**src/rtl/i2c_slave_ctrl_if.sv**
```systemverilog
// i2c_slave_ctrl_if
// Bus-side and register-file-side signals of the I2C slave controller.
//   scl_i, sda_i         synchronised bus lines seen by the slave
//   start_det_i          START / repeated START pulse (after the following SCL fall)
//   stop_det_i           STOP pulse
//   tx_data_i            read byte from the register file
//   sda_oe_o             1 = slave pulls SDA low
//   busy_o               controller is inside a transaction
//   rx_data_o            last received write byte
//   rx_valid_o           one-cycle strobe for rx_data_o
//   rx_first_o           the strobed byte is the first after the address
//   tx_req_o             one-cycle request for the next read byte
// The slave modport is used by the controller, the master modport by whatever
// drives the bus and register file around it.
interface i2c_slave_ctrl_if;
    logic       scl_i;
    logic       sda_i;
    logic       start_det_i;
    logic       stop_det_i;
    logic [7:0] tx_data_i;
    logic       sda_oe_o;
    logic       busy_o;
    logic [7:0] rx_data_o;
    logic       rx_valid_o;
    logic       rx_first_o;
    logic       tx_req_o;

    modport slave (
        input  scl_i, sda_i, start_det_i, stop_det_i, tx_data_i,
        output sda_oe_o, busy_o, rx_data_o, rx_valid_o, rx_first_o, tx_req_o
    );

    modport master (
        output scl_i, sda_i, start_det_i, stop_det_i, tx_data_i,
        input  sda_oe_o, busy_o, rx_data_o, rx_valid_o, rx_first_o, tx_req_o
    );
endinterface

```
**src/rtl/i2c_slave_ctrl.sv**
```systemverilog
// i2c_slave_ctrl
// Byte-level I2C slave: decodes the address, receives write bytes (strobing
// each one out with a first-byte flag), serves read bytes fetched from a
// register file on request, and generates ACK on SDA.
// Ports:
//   clk_i      system clock, at least 16x the SCL frequency
//   reset_n_i  asynchronous active-low reset
//   bus        i2c_slave_ctrl_if.slave (bus lines, detector pulses, byte handshakes)
module i2c_slave_ctrl #(
    parameter logic [6:0] DEV_ADDR = 7'h50
) (
    input  logic              clk_i,
    input  logic              reset_n_i,
    i2c_slave_ctrl_if.slave   bus
);

    localparam logic [2:0] IDLE     = 3'd0;
    localparam logic [2:0] ADDR     = 3'd1;
    localparam logic [2:0] ADDR_ACK = 3'd2;
    localparam logic [2:0] WR_DATA  = 3'd3;
    localparam logic [2:0] WR_ACK   = 3'd4;
    localparam logic [2:0] RD_DATA  = 3'd5;
    localparam logic [2:0] RD_ACK   = 3'd6;

    logic [2:0] state;
    logic [2:0] bit_cnt;
    logic       byte_full;   // 8th rise seen; the byte completes at the next fall
    logic [7:0] shift;
    logic       rw;
    logic       first_byte;
    logic       scl_q;
    logic       sda_oe;
    logic [7:0] rx_data;
    logic       rx_valid;
    logic       rx_first;
    logic       tx_req;
    logic       scl_rise;
    logic       scl_fall;

    assign scl_rise = bus.scl_i & ~scl_q;
    assign scl_fall = ~bus.scl_i & scl_q;

    always_ff @(posedge clk_i or negedge reset_n_i) begin
        if (!reset_n_i) begin
            state      <= IDLE;
            bit_cnt    <= 3'd0;
            byte_full  <= 1'b0;
            shift      <= 8'h00;
            rw         <= 1'b0;
            first_byte <= 1'b0;
            scl_q      <= 1'b1;
            sda_oe     <= 1'b0;
            rx_data    <= 8'h00;
            rx_valid   <= 1'b0;
            rx_first   <= 1'b0;
            tx_req     <= 1'b0;
        end else begin
            scl_q    <= bus.scl_i;
            rx_valid <= 1'b0;
            rx_first <= 1'b0;
            tx_req   <= 1'b0;
            // START wins over a coincident STOP
            if (bus.start_det_i) begin
                state     <= ADDR;
                bit_cnt   <= 3'd0;
                byte_full <= 1'b0;
                sda_oe    <= 1'b0;
            end else if (bus.stop_det_i) begin
                state     <= IDLE;
                bit_cnt   <= 3'd0;
                byte_full <= 1'b0;
                sda_oe    <= 1'b0;
            end else begin
                case (state)
                    ADDR, WR_DATA: begin
                        if (scl_rise) begin
                            shift <= {shift[6:0], bus.sda_i};
                            if (bit_cnt == 3'd7) byte_full <= 1'b1;
                            else                 bit_cnt   <= bit_cnt + 3'd1;
                        end else if (scl_fall && byte_full) begin
                            bit_cnt   <= 3'd0;
                            byte_full <= 1'b0;
                            if (state == ADDR) begin
                                rw <= shift[0];
                                if (shift[7:1] == DEV_ADDR) begin
                                    state  <= ADDR_ACK;
                                    sda_oe <= 1'b1;
                                    tx_req <= shift[0];
                                end else begin
                                    state  <= IDLE;
                                end
                            end else begin
                                rx_valid   <= 1'b1;
                                rx_data    <= shift;
                                rx_first   <= first_byte;
                                first_byte <= 1'b0;
                                state      <= WR_ACK;
                                sda_oe     <= 1'b1;
                            end
                        end
                    end
                    ADDR_ACK: begin
                        // tx_req is high only in the first ADDR_ACK cycle of a read
                        if (tx_req) begin
                            shift <= bus.tx_data_i;
                        end else if (scl_fall) begin
                            bit_cnt <= 3'd0;
                            if (rw) begin
                                state  <= RD_DATA;
                                sda_oe <= ~shift[7];
                            end else begin
                                state      <= WR_DATA;
                                sda_oe     <= 1'b0;
                                first_byte <= 1'b1;
                            end
                        end
                    end
                    WR_ACK: begin
                        if (scl_fall) begin
                            state   <= WR_DATA;
                            sda_oe  <= 1'b0;
                            bit_cnt <= 3'd0;
                        end
                    end
                    RD_DATA: begin
                        // bit7 went out on entry; each fall ends one bit
                        if (scl_fall) begin
                            if (bit_cnt == 3'd7) begin
                                state   <= RD_ACK;
                                sda_oe  <= 1'b0;
                                bit_cnt <= 3'd0;
                            end else begin
                                sda_oe  <= ~shift[6];
                                shift   <= {shift[6:0], 1'b0};
                                bit_cnt <= bit_cnt + 3'd1;
                            end
                        end
                    end
                    RD_ACK: begin
                        if (tx_req) begin
                            shift <= bus.tx_data_i;
                        end else if (scl_rise) begin
                            if (!bus.sda_i) begin
                                tx_req <= 1'b1;
                            end else begin
                                state  <= IDLE;
                                sda_oe <= 1'b0;
                            end
                        end else if (scl_fall) begin
                            state   <= RD_DATA;
                            sda_oe  <= ~shift[7];
                            bit_cnt <= 3'd0;
                        end
                    end
                    default: begin
                        state <= IDLE;
                    end
                endcase
            end
        end
    end

    assign bus.sda_oe_o   = sda_oe;
    assign bus.busy_o     = (state != IDLE);
    assign bus.rx_data_o  = rx_data;
    assign bus.rx_valid_o = rx_valid;
    assign bus.rx_first_o = rx_first;
    assign bus.tx_req_o   = tx_req;

endmodule

```
**src/flat_wrapper.sv**
```systemverilog
// flat-port wrapper written by rule: the top's interface ports become plain ports
module i2c_slave_ctrl_flat 
#(
    parameter logic [6:0] DEV_ADDR = 7'h50
)
  (clk_i, reset_n_i, bus_scl_i, bus_sda_i, bus_start_det_i, bus_stop_det_i, bus_tx_data_i, bus_sda_oe_o, bus_busy_o, bus_rx_data_o, bus_rx_valid_o, bus_rx_first_o, bus_tx_req_o);
  i2c_slave_ctrl_if bus_i ();
  input  logic clk_i;
  input  logic reset_n_i;
  input wire logic [$bits(bus_i.scl_i)-1:0] bus_scl_i;
  input wire logic [$bits(bus_i.sda_i)-1:0] bus_sda_i;
  input wire logic [$bits(bus_i.start_det_i)-1:0] bus_start_det_i;
  input wire logic [$bits(bus_i.stop_det_i)-1:0] bus_stop_det_i;
  input wire logic [$bits(bus_i.tx_data_i)-1:0] bus_tx_data_i;
  output wire logic [$bits(bus_i.sda_oe_o)-1:0] bus_sda_oe_o;
  output wire logic [$bits(bus_i.busy_o)-1:0] bus_busy_o;
  output wire logic [$bits(bus_i.rx_data_o)-1:0] bus_rx_data_o;
  output wire logic [$bits(bus_i.rx_valid_o)-1:0] bus_rx_valid_o;
  output wire logic [$bits(bus_i.rx_first_o)-1:0] bus_rx_first_o;
  output wire logic [$bits(bus_i.tx_req_o)-1:0] bus_tx_req_o;
  assign bus_i.scl_i = bus_scl_i;
  assign bus_i.sda_i = bus_sda_i;
  assign bus_i.start_det_i = bus_start_det_i;
  assign bus_i.stop_det_i = bus_stop_det_i;
  assign bus_i.tx_data_i = bus_tx_data_i;
  assign bus_sda_oe_o = bus_i.sda_oe_o;
  assign bus_busy_o = bus_i.busy_o;
  assign bus_rx_data_o = bus_i.rx_data_o;
  assign bus_rx_valid_o = bus_i.rx_valid_o;
  assign bus_rx_first_o = bus_i.rx_first_o;
  assign bus_tx_req_o = bus_i.tx_req_o;
  i2c_slave_ctrl #(.DEV_ADDR(DEV_ADDR)) u_core (.clk_i(clk_i), .reset_n_i(reset_n_i), .bus(bus_i));
endmodule
```
**config.mk**
```make
export PLATFORM = sky130hd
export DESIGN_NAME = i2c_slave_ctrl_flat
export DESIGN_NICKNAME = d
export VERILOG_FILES = /design/src/rtl/i2c_slave_ctrl_if.sv /design/src/rtl/i2c_slave_ctrl.sv /design/src/flat_wrapper.sv
export SDC_FILE = /design/constraint.sdc
export NUM_CORES = 1
export LEC_CHECK = 0
export CORE_MARGIN = 1.5
export CORE_UTILIZATION = 55
export DETAILED_ROUTE_END_ITERATION = 6
export HOLD_SLACK_MARGIN = 0.02
export PLACE_DENSITY_LB_ADDON = 0.15
export REMOVE_ABC_BUFFERS = 1
export SLEW_MARGIN = 20
export SYNTH_ARGS = -nofsm -noshare
export SYNTH_HDL_FRONTEND = slang
export SYNTH_SLANG_ARGS = --single-unit
```
**constraint.sdc**
```tcl
create_clock -name clk_i -period 3 [get_ports clk_i]
set_input_delay 0.75 -clock clk_i [delete_from_list [all_inputs] [get_ports clk_i]]
set_output_delay 0.75 -clock clk_i [all_outputs]
set_load 0.1 [all_outputs]
```
==> results.toml <==
[critical_path]
cp.arrival_ns = 1.66
critical-path-max-stage-delay_ns = 0.50
crit_path_end_kind = "output pin"
crit_fanout = 8
worstSetupPathType = "reg2out"
reg2reg_slack_ns = 0.86
critPathRequiredTime_ns = 2.25
start_kind = "flop"
critical_path.cell_chain = "nor2_1, nand2_1, buf_4"
reg2reg_depth = 5
critPathSlowestCell = "dfrtp_1"

[global_routing]
grt_pass1_wl_microns = 6824
grt_pass1_vias = 1449
grt_max_degree = 31
grt_use_total_pct = 26.73
antenna_found_initial = 0
gr-total-overflow = 0

[power]
ir_drop_v = 0.0003709
seq_power_share_pct = 45.2
power_density_nw_per_um2 = 535.1
sw_frac_of_total_pct = 27.13
clkPwrFrac_pct = 39.3
cellLeakagePower_nw = 0.9647
cell_internal_pwr_mw = 0.8108
comb_power_share_pct = 15.5
p_sw_mw = 0.3019

[synth]
synthArstFlopShare_pct = 100.0
yosys.area.top_type_share_pct = 42.21
ys.flop_type = "dfrtp_1"
yosysUniqueCellTypes = 46
yosys-top-cells-area = "dfrtp_1, mux2_2, a21oi_1"
ys_warn_count = 0
ys_ff_latch = 30
syn-instance-count = 176
synth_edf_count = 0
syn_area_per_cell_sq_um = 9.768
syn-cell-area_sq_um = 1719
synth_sequential_area_ratio_pct = 43.74
yosys.area.top_type = "dfrtp_1"

[clock_network]
cts_buffers = 5
ctsResizeCount = 0
cts_buffer_depth = 2
clk_pin_slew_ns = 0.11
root_buffer = "clkbuf_4"
cts_post_setup_buffers_inserted = 0
htreeDepth = 2
cts_tree = "built"
clock_sinks = 30
cts_hold_buf = 0
clk_latency_ns = 0.34

[sta]
rsz0062_at_grt = "no"
fin_crit_ns = 2.413
fmax_mhz = 414.4
hold_violations = 0
finClkSkew_ns = 0.006698
tightest_slew_ns = 0.8251
max-slew-margin-rel_pct = 44.99
setup-tns-final_ns = 0
setup_violations = 0
maxSlewViolCount = 0
finalCritPeriodShare_pct = 80.44

[die]
start_util_pct = 57.25
io_pins = 27
rows = 20
dieArea_sq_um = 3470
die_w_microns = 58.91
die-height_microns = 58.91
design.core.area_sq_um = 3003

[place]
place_congestion = 1.110
dp_hpwl_microns = 2921
portBuffers = 26
postPlaceCellArea_sq_um = 1968

[cells_and_area]
final_cell_mix = "dfrtp_1, nor2_1, buf_4, a21oi_1, clkdlybuf4s50_1"
drive_above_1_share_pct = 21.95
nNetsFinal = 220
antenna_cells = 0
final_common_cell = "dfrtp_1"
syn_to_final_growth_pct = 20.96
fillers = 253
final_area_sq_um = 2079

[routing]
drt-total-wl_microns = 4222
num_vias = 1473
ant_nets = 0
dr.pass1.iters = 4
post_drt_wl_per_cell_microns = 17.74
drc = 0
drt_iter0_markers = 81
vias_per_cell = 6.189

[job]
cap_violations = 0

[min_path]
min_path_type = "reg2reg"
holdPathStages = 1

[outcome]
outcome = "complete, no violations"
## through the flow
step | setup slack, ns | hold slack, ns | std cells | util (%) | power (mW)
finish | 0.5868 | 0.4901 | 238 | 69.25 | 1.113
detailed placement | 0.3596 | 0.4648 | 230 | 65.54 | 0.6825
floorplan | 0.6282 | 0.4464 | 165 | - | 0.6083
global route | 0.5113 | 0.5172 | 238 | 69.25 | 1.158
CTS | 0.5879 | 0.4898 | 238 | 69.25 | 1.118
global placement | 0.4347 | 0.4680 | 230 | 65.54 | 0.6754
## cell type report
class | instances | area (sq um) | share of cell area [%]
inverter | 5 | 18.77 | 0.9025
tap | 33 | 41.29 | 1.986
clock inverter | 2 | 60.06 | 2.888
timing repair buffer | 32 | 272.8 | 13.12
multi-input combinational | 130 | 883.3 | 42.48
sequential | 30 | 752.0 | 36.16
clock buffer | 6 | 51.30 | 2.467
## worst paths after layout
kind / startpoint / to
max: u_core.state[1] / bus_busy_o
min reg2reg: u_core.first_byte / u_core.bus.rx_first_o
max in group asynchronous: reset_n_i / u_core.scl_q
min: u_core.first_byte / u_core.bus.rx_first_o
max reg2reg: u_core.state[0] / u_core.bus.sda_oe_o
min in group asynchronous: reset_n_i / u_core.shift[6]
## power groups by stage
stage	sequential, mW	clock, mW	combinational (mW)
final	0.503	0.437	0.173
after global routing	0.511	0.455	0.192
after CTS	0.504	0.442	0.173
after detailed placement	0.511	0	0.171
after global placement	0.510	0	0.165
after floorplan	0.495	0	0.113
## metal layers
layer / GRT usage [%] / up-vias / wire (microns)
li1: - / 695 / -
met5: 0 / - / 0
met1: 37.41 / 702 / 1838
met3: 5.275 / 7 / 342
met2: 40.63 / 69 / 1983
met4: 11.04 / 0 / 59
## cells by family (layout without fill, tap and decap cells)
kind of cell | Yosys count | in the layout | share of synthesized area [%]
fa+ha+maj | 2 | 2 | 1.455
simple gates | 61 | 61 | 18.56
compound gates | 49 | 49 | 20.16
flops | 30 | 30 | 43.74
mux | 18 | 18 | 11.21
buf+inv | 16 | 45 | 4.876
## critical path, delay by kind of cell (launching register included)
kind          cells  cell delay, ns
buf+inv           1            0.26
flops             1            0.50
simple gates      2            0.57
## flip-flops by register name (all words and copies together), names as in the netlist
name / flops
u_core.bus.rx_first_o: 1
u_core.shift: 8
u_core.first_byte: 1
u_core.bit_cnt: 3
u_core.state: 3
u_core.bus.rx_data_o: 8
u_core.bus.sda_oe_o: 1
u_core.byte_full: 1
u_core.bus.tx_req_o: 1
u_core.bus.rx_valid_o: 1
u_core.scl_q: 1
u_core.rw: 1
## synthesized netlist by cell type (4+ instances only)
| cell | instances |
|---|---|
| mux2i_1 | 8 |
| clkbuf_1 | 4 |
| buf_2 | 4 |
| inv_1 | 5 |
| nand2_1 | 11 |
| o21ai_0 | 7 |
| nor2_1 | 21 |
| dfrtp_1 | 29 |
| a21oi_1 | 17 |
| nand2b_1 | 6 |
| mux2_2 | 10 |
Power figures use the tool's default switching activity.
